[config.mk]
export PLATFORM = sky130hd
export DESIGN_NAME = sort_result_serializer_flat
export DESIGN_NICKNAME = d
export VERILOG_FILES = /design/src/rtl/sort_result_serializer_if.sv /design/src/rtl/sort_result_serializer.sv /design/src/flat_wrapper.sv
export SDC_FILE = /design/constraint.sdc
export NUM_CORES = 1
export LEC_CHECK = 0
export ABC_AREA = 1
export CAP_MARGIN = 15
export CORE_MARGIN = 3
export CORE_UTILIZATION = 30
export CTS_CLUSTER_SIZE = 40
export DETAILED_ROUTE_END_ITERATION = 8
export GPL_ROUTABILITY_DRIVEN = 0
export SLEW_MARGIN = 20
export SYNTH_ARGS = -nofsm -noshare
export SYNTH_HDL_FRONTEND = slang
export SYNTH_SLANG_ARGS = --single-unit
[constraint.sdc]
create_clock -name clk_i -period 2.9 [get_ports clk_i]
set_clock_uncertainty 0.1 [all_clocks]
set_input_delay 0.58 -clock clk_i [delete_from_list [all_inputs] [get_ports clk_i]]
set_output_delay 0.58 -clock clk_i [all_outputs]
set_load 0.02 [all_outputs]
[src/rtl/sort_result_serializer_if.sv]
// Valid/ready stream carrying one sorted element per beat, with an end-of-frame marker.
interface sort_result_serializer_if #(
  parameter int WIDTH = 4
);
  logic [WIDTH-1:0] data;
  logic             valid;
  logic             ready;
  logic             last;

  modport master (output data, output valid, output last, input ready);
  modport slave  (input data, input valid, input last, output ready);
endinterface

[src/rtl/sort_result_serializer.sv]
// Captures a 4-element sorted set on the rising edge of the sorter's done and
// streams it one element per beat, flagging results that arrive mid-frame and
// counting completed frames.
module sort_result_serializer #(
  parameter int WIDTH  = 4,
  parameter bit ASCEND = 1'b1,
  parameter int CNT_W  = 8
) (
  input  logic                      clk_i,
  input  logic                      rst_ni,
  input  logic                      done_i,
  input  logic [WIDTH-1:0]          s0_i,
  input  logic [WIDTH-1:0]          s1_i,
  input  logic [WIDTH-1:0]          s2_i,
  input  logic [WIDTH-1:0]          s3_i,
  sort_result_serializer_if.master  out_if,
  output logic                      busy_o,
  output logic                      overrun_o,
  output logic [CNT_W-1:0]          frame_cnt_o
);

  typedef enum logic {
    IDLE = 1'b0,
    SEND = 1'b1
  } state_e;

  state_e                  state_q, state_d;
  logic                    done_q;
  logic [1:0]              idx_q, idx_d;
  logic [3:0][WIDTH-1:0]   buf_q, buf_d;
  logic                    overrun_q, overrun_d;
  logic [CNT_W-1:0]        frameCnt_q, frameCnt_d;

  logic                    rise;
  logic                    transfer;
  logic                    lastTransfer;
  logic                    capture;

  assign rise         = done_i & ~done_q;
  assign transfer     = (state_q == SEND) & out_if.ready;
  assign lastTransfer = transfer & (idx_q == 2'd3);

  // State and datapath registers; reset discards any frame in flight.
  always_ff @(posedge clk_i or negedge rst_ni) begin
    if (!rst_ni) begin
      state_q    <= IDLE;
      done_q     <= 1'b0;
      idx_q      <= 2'd0;
      buf_q      <= '0;
      overrun_q  <= 1'b0;
      frameCnt_q <= '0;
    end else begin
      state_q    <= state_d;
      done_q     <= done_i;
      idx_q      <= idx_d;
      buf_q      <= buf_d;
      overrun_q  <= overrun_d;
      frameCnt_q <= frameCnt_d;
    end
  end

  // Next-state logic: capture on a done rise when free (idle or on the final
  // beat), advance the index on each accepted beat, and drop any other rise.
  always_comb begin
    state_d    = state_q;
    idx_d      = idx_q;
    buf_d      = buf_q;
    frameCnt_d = frameCnt_q;
    overrun_d  = 1'b0;
    capture    = 1'b0;

    unique case (state_q)
      IDLE: begin
        if (rise) begin
          capture = 1'b1;
          idx_d   = 2'd0;
          state_d = SEND;
        end
      end
      SEND: begin
        if (transfer) begin
          if (idx_q != 2'd3) begin
            idx_d = idx_q + 2'd1;
          end else begin
            frameCnt_d = frameCnt_q + CNT_W'(1);
            idx_d      = 2'd0;
            if (rise) begin
              capture = 1'b1;
              state_d = SEND;
            end else begin
              state_d = IDLE;
            end
          end
        end
        if (rise && !lastTransfer) begin
          overrun_d = 1'b1;
        end
      end
      default: state_d = IDLE;
    endcase

    if (capture) begin
      if (ASCEND) begin
        buf_d = {s3_i, s2_i, s1_i, s0_i};
      end else begin
        buf_d = {s0_i, s1_i, s2_i, s3_i};
      end
    end
  end

  // Output logic: everything is driven from registered state only, so the
  // beat stays stable while the consumer stalls.
  always_comb begin
    out_if.valid = (state_q == SEND);
    out_if.data  = (state_q == SEND) ? buf_q[idx_q] : '0;
    out_if.last  = (state_q == SEND) && (idx_q == 2'd3);
    busy_o       = (state_q == SEND);
    overrun_o    = overrun_q;
    frame_cnt_o  = frameCnt_q;
  end

endmodule

[src/flat_wrapper.sv]
// flat-port wrapper written by rule: the top's interface ports become plain ports
module sort_result_serializer_flat 
#(
  parameter int WIDTH  = 4,
  parameter bit ASCEND = 1'b1,
  parameter int CNT_W  = 8
)
  (clk_i, rst_ni, done_i, s0_i, s1_i, s2_i, s3_i, busy_o, overrun_o, frame_cnt_o, out_if_data, out_if_valid, out_if_last, out_if_ready);
  sort_result_serializer_if #(.WIDTH(WIDTH)) out_if_i ();
  input  logic clk_i;
  input  logic rst_ni;
  input  logic done_i;
  input  logic [WIDTH-1:0] s0_i;
  input  logic [WIDTH-1:0] s1_i;
  input  logic [WIDTH-1:0] s2_i;
  input  logic [WIDTH-1:0] s3_i;
  output logic busy_o;
  output logic overrun_o;
  output logic [CNT_W-1:0] frame_cnt_o;
  output wire logic [$bits(out_if_i.data)-1:0] out_if_data;
  output wire logic [$bits(out_if_i.valid)-1:0] out_if_valid;
  output wire logic [$bits(out_if_i.last)-1:0] out_if_last;
  input wire logic [$bits(out_if_i.ready)-1:0] out_if_ready;
  assign out_if_data = out_if_i.data;
  assign out_if_valid = out_if_i.valid;
  assign out_if_last = out_if_i.last;
  assign out_if_i.ready = out_if_ready;
  sort_result_serializer #(.WIDTH(WIDTH), .ASCEND(ASCEND), .CNT_W(CNT_W)) u_core (.clk_i(clk_i), .rst_ni(rst_ni), .done_i(done_i), .s0_i(s0_i), .s1_i(s1_i), .s2_i(s2_i), .s3_i(s3_i), .out_if(out_if_i), .busy_o(busy_o), .overrun_o(overrun_o), .frame_cnt_o(frame_cnt_o));
endmodule
==> After elaboration in Yosys (flattened, before gate mapping) <==
Index checks and enable logic that the tools add are counted.
Widths: inputs -> output; s select.
{ "op_classes": {"add_sub_neg": 2, "n_mul": 0, "n_div": 0, "order_cmp": 1, "n_eq_ne": 4, "shift": 0, "mux": 16, "bitwise_logic": 6, "reduce_logical": 5} }
{ "op_table": {"columns": ["operator", "count"], "rows": [
  ["$add 8x1->8 const B", 1],
  ["$bmux 4 s2", 1],
  ["$mux 4", 2],
  ["$mux 1", 7],
  ["$mux 2", 3],
  ["$ne 2x2->1 const B", 2],
  ["$pmux 1 s2", 2],
  ["$pmux 2 s2", 1],
  ["$and 1x1->1", 3],
  ["$lt 2x3->1 const B", 1],
  ["$not 1->1", 3],
  ["$reduce_and 3->1", 1],
  ["$add 2x1->2 const B", 1],
  ["$eq 2x2->1 const B", 1],
  ["$logic_and 1x1->1", 2],
  ["$ne 2x1->1 const B", 1],
  ["$reduce_and 2->1", 1],
  ["$logic_not 1->1", 1]
]} }
{ "totals": {"regBits": 29, "latchBits": 0, "mem_bits_rw": 0, "romBits": 0, "memories": 0} }

==> Depth between registers and ports, before layout <==
Gate-level depths: netlist of the first run.
{ "logic_depth": {"depth_word": 6, "depth_mapped": 7} }

==> Least setup slack after synthesis of the first run <==
Ideal clock, no wire load.
{ "synth_path": {"kind": "flip-flop to output port", "startpoint": "reg u_core.idx_q[0]", "endpoint": "out out_if_data[0]", "arrival_time_ps": 1170, "setup_slack_ps": 1050, "path_stages_with_launch": 7, "n_path_buf": 1, "path_cell_list": "dfrtp_1 > buf_2 > clkinv_1 > nand2_1 > nand2_1 > nand2_1 > a21oi_1"} }
{ "synth_between": {"elab_chain_len": 3} }
{ "synth_rtl": {"columns": ["element", "line_no", "rtl"], "rows": [
  ["start, declared", "sort_result_serializer.sv:29", "logic [1:0] idx_q, idx_d;"],
  ["start signal, assigned", "sort_result_serializer.sv:55", "idx_q <= idx_d;"],
  ["$bmux 4 s2", "sort_result_serializer.sv:115", "out_if.data = (state_q == SEND) ? buf_q[idx_q] : '0;"],
  ["$mux 4 (implied by the code)", "sort_result_serializer.sv:115", null],
  ["$mux 4", "sort_result_serializer.sv:115", null],
  ["end, declared", "flat_wrapper.sv:20", "output wire logic [$bits(out_if_i.data)-1:0] out_if_data;"]
]} }
Every way passes these cells. The select of a mux whose other input is x is not followed.

==> Final worst setup path of the first run <==
{ "layout_path": {"startpoint": "reg u_core.idx_q[0]", "endpoint": "out out_if_data[3]"} }
Same word-level chain as after synthesis.

==> flow_summary.yaml, run 1 <==
outcome:
  status: "finished, final reports clean"
synthesis:
  synth_cell_type_count: 17
  mappedNetlistArea_sq_mm: 0.00147
  avgSynthCellArea_sq_um: 7.97
  synthArstFlopShare_pct: 100
  syn_inst: 184
  synth_seq_cells: 29
  synth_ff_type: "dfrtp_1"
  yosysWarnings: 0
  yosys.area.top_type: "dfrtp_1"
  yosysMostFrequentCell: "nand2_1"
  yosys-top-cells-count: "nand2_1 (69), dfrtp_1 (29), nand3_1 (25), nor2_1 (16), inv_1 (15)"
  synthTopCellsByArea: "dfrtp_1 (49%), nand2_1 (18%), nand3_1 (8.5%)"
  syn_nets: 207
  synth_edf_count: 0
  synth.top_cell.area_share_pct: 49.5
  yosysSeqAreaShare_pct: 49.5
power_and_ir_drop:
  total_power_uw: 1820
  powerDensity_mw_per_mm2: 924
  ir_drop_uv: 527
  p_leak_uw: 0.000994
route:
  ant_nets: 0
  drtIter0Drc: 74
  num_vias: 1252
  dr.pass1.iters: 4
  wire_per_inst_microns: 10.5
  drc: 0
  routed_wl_mm: 3.04
  vias_per_cell: 4.35
global_route:
  grt_pass1_vias: 1260
  grt_usage_pct: 11.4
  grt_pass1_wl_mm: 5.38
  antenna_found_initial: 0
  grt_max_degree: 30
  gr-total-overflow: 0
floorplanning:
  ioPinCount: 36
  start_util_pct: 32.3
  die_area_sq_mm: 0.00576
  die_width_microns: 75.9
  die_h_microns: 75.9
  row_count: 24
  core_sq_mm: 0.00453
worst_setup_path:
  worst_r2r_endpoint: "u_core.buf_q[10]"
  critPathCapture: "out_if_data[3]"
  r2r-start: "u_core.idx_q[0]"
  critPathKind: "reg -> out"
  cp_data_required_time_ns: 2.22
  critPathLaunchType: "register"
  cp-startpoint: "u_core.idx_q[0]"
  cp-end-kind: "output pin"
  path_max_fanout: 11
  ff2ff_setup_slack_ns: 1.23
  critPathArrivalTime_ns: 2.03
  r2r_cells: 6
clocking:
  numCtsBuffers: 5
  ctsRootBufferMaster: "clkbuf_8"
  cts_max_level: 2
  clk_path_buf_depth: 2
  cts_tree: "yes"
  clkLatencyLatePin_ns: 0.28
  cts.clk_slew.worst_paths_ns: 0.06
  ctsResizeCount: 0
  cts.sinks: 29
  hold_buffers: 0
  post-cts-setup-buffers: 0
finish:
  seq_area_sq_um: 726
  nFillCells: 463
  multi_input_area_sq_um: 633
  drive_gt1_share_pct: 6.28
  layout.cells.non_filler: 288
  insertedDiodeCount: 0
  syn2layout_area_growth_pct: 34.4
  finish.utilization_pct: 43.5
  layout.nets: 245
timing:
  fin_crit_ns: 2.71
  finalSetupViolations: 0
  worstMarginPinSlew_ns: 0.369
  slew_headroom_pct: 75.4
  fmax_ghz: 0.369
  rsz0062_at_grt: "false"
  setup_tns_ns: 0
  finalCritPeriodShare_pct: 93.6
  hold_viol_final: 0
  drv_slew: 0
placed_design:
  dp_hpwl_mm: 2.18
  io_buffers: 35
  dp.cells: 280
worst_hold_path:
  worstHoldPathType: "reg -> reg"
run:
  max_cap_violations: 0
## layer usage
layer | track usage (%) | part of all wire [%]
met3 | 3.55 | 5.7
met1 | 14.3 | 48
met5 | 0 | 0
met2 | 18.4 | 44
met4 | 4.35 | 1.9
## flip-flops by register name, indices dropped and copies added, names as in the netlist
signal,flops
u_core.done_q,1
u_core.frame_cnt_o,8
u_core.overrun_o,1
u_core.buf_q,16
u_core.idx_q,2
u_core.busy_o,1
## layout make-up
cell class,count,area share (%)
Sequential cell,29,36.8
Multi-Input combinational cell,132,32.1
Timing Repair Buffer,37,18.5
Clock buffer,7,4.89
Tap cell,65,4.13
Inverter,17,3.24
Clock inverter,1,0.254
## per-stage QoR
step           area [sq um]  worst slack, ns  hold slack (ns)
2_1_floorplan          1470             1.05            0.184
5_1_grt                1970           0.0325            0.394
4_1_cts                1970            0.146            0.373
3_5_place_dp           1870            0.499            0.357
6_report               1970            0.187            0.371
3_3_place_gp           1870            0.551            0.354
## worst max-delay path: stages (launching register included)
cell and delay, ns:
dfrtp_1 0.55, clkinv_1 0.31, o21ai_0 0.26, a21oi_1 0.10, clkdlybuf4s50_1 0.54
## cells in the final DEF, fill, tap and decap left out
| master | instances |
|---|---|
| nand3_1 | 25 |
| clkdlybuf4s50_1 | 35 |
| nand4_1 | 1 |
| dfrtp_1 | 29 |
| clkinv_1 | 2 |
| nor2_8 | 1 |
| nand3_4 | 1 |
| nor2_1 | 16 |
| nand2_1 | 69 |
| ha_1 | 3 |
| o21ai_0 | 6 |
| xor2_1 | 4 |
| clkbuf_8 | 7 |
| clkinv_2 | 1 |
| inv_1 | 15 |
| buf_4 | 2 |
| nand2_4 | 2 |
| a21oi_1 | 4 |
## worst min path at each step
stage | start | end | slack (ns) | depth (start not counted)
after detailed placement | u_core.buf_q[14] | u_core.buf_q[14] | 0.36 | 2
after global placement | u_core.buf_q[14] | u_core.buf_q[14] | 0.35 | 2
after CTS | u_core.buf_q[14] | u_core.buf_q[14] | 0.37 | 2
after floorplan | rst_ni | u_core.buf_q[0] | 0.18 | 0
after global routing | u_core.buf_q[3] | u_core.buf_q[3] | 0.39 | 2
final | u_core.buf_q[14] | u_core.buf_q[14] | 0.37 | 2
## power breakdown
group	switching, uW	total, uW	internal (uW)
Clock	151	365	214
Sequential	122	676	554
Combinational	445	780	336
## cell families (layout without fill, tap and decap cells)
group	Yosys count	in the layout	share of synthesized area, %
adder cells (fa/ha/maj)	3	3	2.56
AO/OA/AOI/OAI	10	10	3.41
AND/OR/NAND/NOR	115	115	34.8
buffers and inverters	23	62	7.34
XOR/XNOR	4	4	2.39
flip-flops	29	29	49.5
(Power assumes the default switching activity.)
==> inputs of run 2 (changes only) <==
Settings changed: CAP_MARGIN 15 to unset, PLACE_DENSITY set to 0.51.
==> run 2 against run 1 <==
  * Power rose by 0.67%
  * Clock power grew 2%
  * First-iteration DRC count rose by 6.8%
  * Global-route usage increased by 0.66 points
  * Wire length up 4.1%
  * Cell area up 0.19%
  * Sequential cell count stayed put
  * Non-clock buffer count stayed put
  * Count of clock-buffer cells in the layout did not move
  * Sequential share of layout area shrank 0.070 points
  * Critical path depth did not move
  * Largest power group unchanged
==> flow_summary.yaml, run 2 (synthesis results as in run 1) <==
outcome:
  status: "finished, final reports clean"
worst_setup_path:
  worst_r2r_endpoint: "u_core.buf_q[2]"
  cp_data_required_time_ns: 2.22
  cp-end-kind: "output pin"
  critPathLaunchType: "register"
  critPathSlowestCell: "dfrtp_1"
  path_max_fanout: 11
  r2r_cells: 6
  critPathArrivalTime_ns: 2.00
  critPathKind: "reg -> out"
  cp-startpoint: "u_core.idx_q[0]"
  ff2ff_setup_slack_ns: 1.17
  r2r-start: "u_core.idx_q[0]"
  crit_path_cell_trace: "clkinvlp_4 > o21ai_0 > a21oi_1 > clkdlybuf4s50_1"
  slowest_delay_ns: 0.58
route:
  dr.pass1.iters: 4
  drtIter0Drc: 79
  wire_per_inst_microns: 11.0
  ant_nets: 0
  routed_wl_mm: 3.16
  drc: 0
  num_vias: 1257
  vias_per_cell: 4.36
placed_design:
  dp_hpwl_mm: 2.28
  dp.cells: 280
  io_buffers: 35
worst_hold_path:
  hold_path_end: "u_core.buf_q[7]"
  hold_depth: 2
  hold_path.startpoint: "u_core.buf_q[7]"
  worstHoldPathType: "reg -> reg"
floorplanning:
  die_area_sq_mm: 0.00576
  row_count: 24
  die_width_microns: 75.9
  core_sq_mm: 0.00453
  die_h_microns: 75.9
  ioPinCount: 36
  start_util_pct: 32.3
clocking:
  post-cts-setup-buffers: 0
  clkLatencyLatePin_ns: 0.28
  cts_max_level: 2
  cts_tree: "yes"
  numCtsBuffers: 5
  clk_path_buf_depth: 2
  cts.clk_slew.worst_paths_ns: 0.06
  ctsRootBufferMaster: "clkbuf_8"
  cts.sinks: 29
global_route:
  grt_max_degree: 30
  antenna_found_initial: 0
  grt_usage_pct: 12.0
  grt_pass1_wl_mm: 5.63
  grt_pass1_vias: 1245
  gr-total-overflow: 0
finish:
  seq_area_sq_um: 726
  largest_register_ffs: 16
  insertedDiodeCount: 0
  largest_register: "u_core.buf_q"
  syn2layout_area_growth_pct: 34.6
  layout.cells.non_filler: 288
  layout_common_cells: "nand2_1 (69), clkdlybuf4s50_1 (35), dfrtp_1 (29)"
  nFillCells: 472
  finish.utilization_pct: 43.5
  drive_gt1_share_pct: 6.73
  layout.nets: 245
  final_common_cell: "nand2_1"
  multi_input_area_sq_um: 633
power_and_ir_drop:
  powerDensity_mw_per_mm2: 929
  ir_drop_uv: 545
  p_leak_uw: 0.000993
timing:
  holdWs_ns: 0.369
  fin_crit_ns: 2.68
  rsz0062_at_grt: "false"
  finalCritPeriodShare_pct: 92.3
  slew_headroom_pct: 73.4
  worstMarginPinSlew_ns: 0.399
  drv_slew: 0
  fmax_ghz: 0.374
  hold_viol_final: 0
  finalSetupViolations: 0
  setup_tns_ns: 0
run:
  max_cap_violations: 0
[run 2: final cells by class]
| type | instances | area share, % |
|---|---|---|
| flip-flops and latches | 29 | 36.8 |
| well taps | 65 | 4.12 |
| multi-input cells | 132 | 32.1 |
| inverters | 17 | 3.42 |
| repair buffers | 37 | 18.5 |
| clock buffers | 7 | 4.88 |
| clock inverters | 1 | 0.253 |
[run 2: what timing repair did]
| item | 4_1_cts | 5_1_grt |
|---|---|---|
| gates resized for setup | 0 | 1 |
| hold buffers | 0 | 0 |
| endpoints found under the hold margin | 0 | 0 |
| setup endpoints to repair | 0 | 1 |
[run 2: worst max path at each step]
stage	to	slack, ns	depth (start not counted)
2_1_floorplan	out_if_data[0]	1.05	6
3_3_place_gp	out_if_data[3]	0.55	4
3_5_place_dp	out_if_data[1]	0.52	4
4_1_cts	out_if_data[1]	0.20	4
5_1_grt	out_if_data[0]	0.02	4
6_report	out_if_data[0]	0.22	4
[run 2: critical path, delay by kind of cell (launching register included)]
kind,cells,cell delay (ns)
buffers and inverters,2,0.84
AOI/OAI and AO/OA,2,0.30
DFF,1,0.58
[run 2: report_power, final]
part / total (uW) / internal, uW / switching, uW
clock network: 371 / 214 / 157
logic: 783 / 337 / 446
registers: 680 / 554 / 126
[run 2: metal layers]
layer	global-route usage, %	part of all wire (%)
met1	15.0	49
met2	18.4	43
met3	4.98	6.9
met4	4.89	1.7
met5	0	0
[run 2: metrics by stage]
step                setup WS, ns  instance area [sq um]  total power [uW]
floorplan                   1.05                   1470              1180
global placement           0.550                   1870              1480
detailed placement         0.519                   1870              1480
CTS                        0.196                   1970              1860
global route              0.0217                   1970              1980
finish                     0.223                   1970              1830
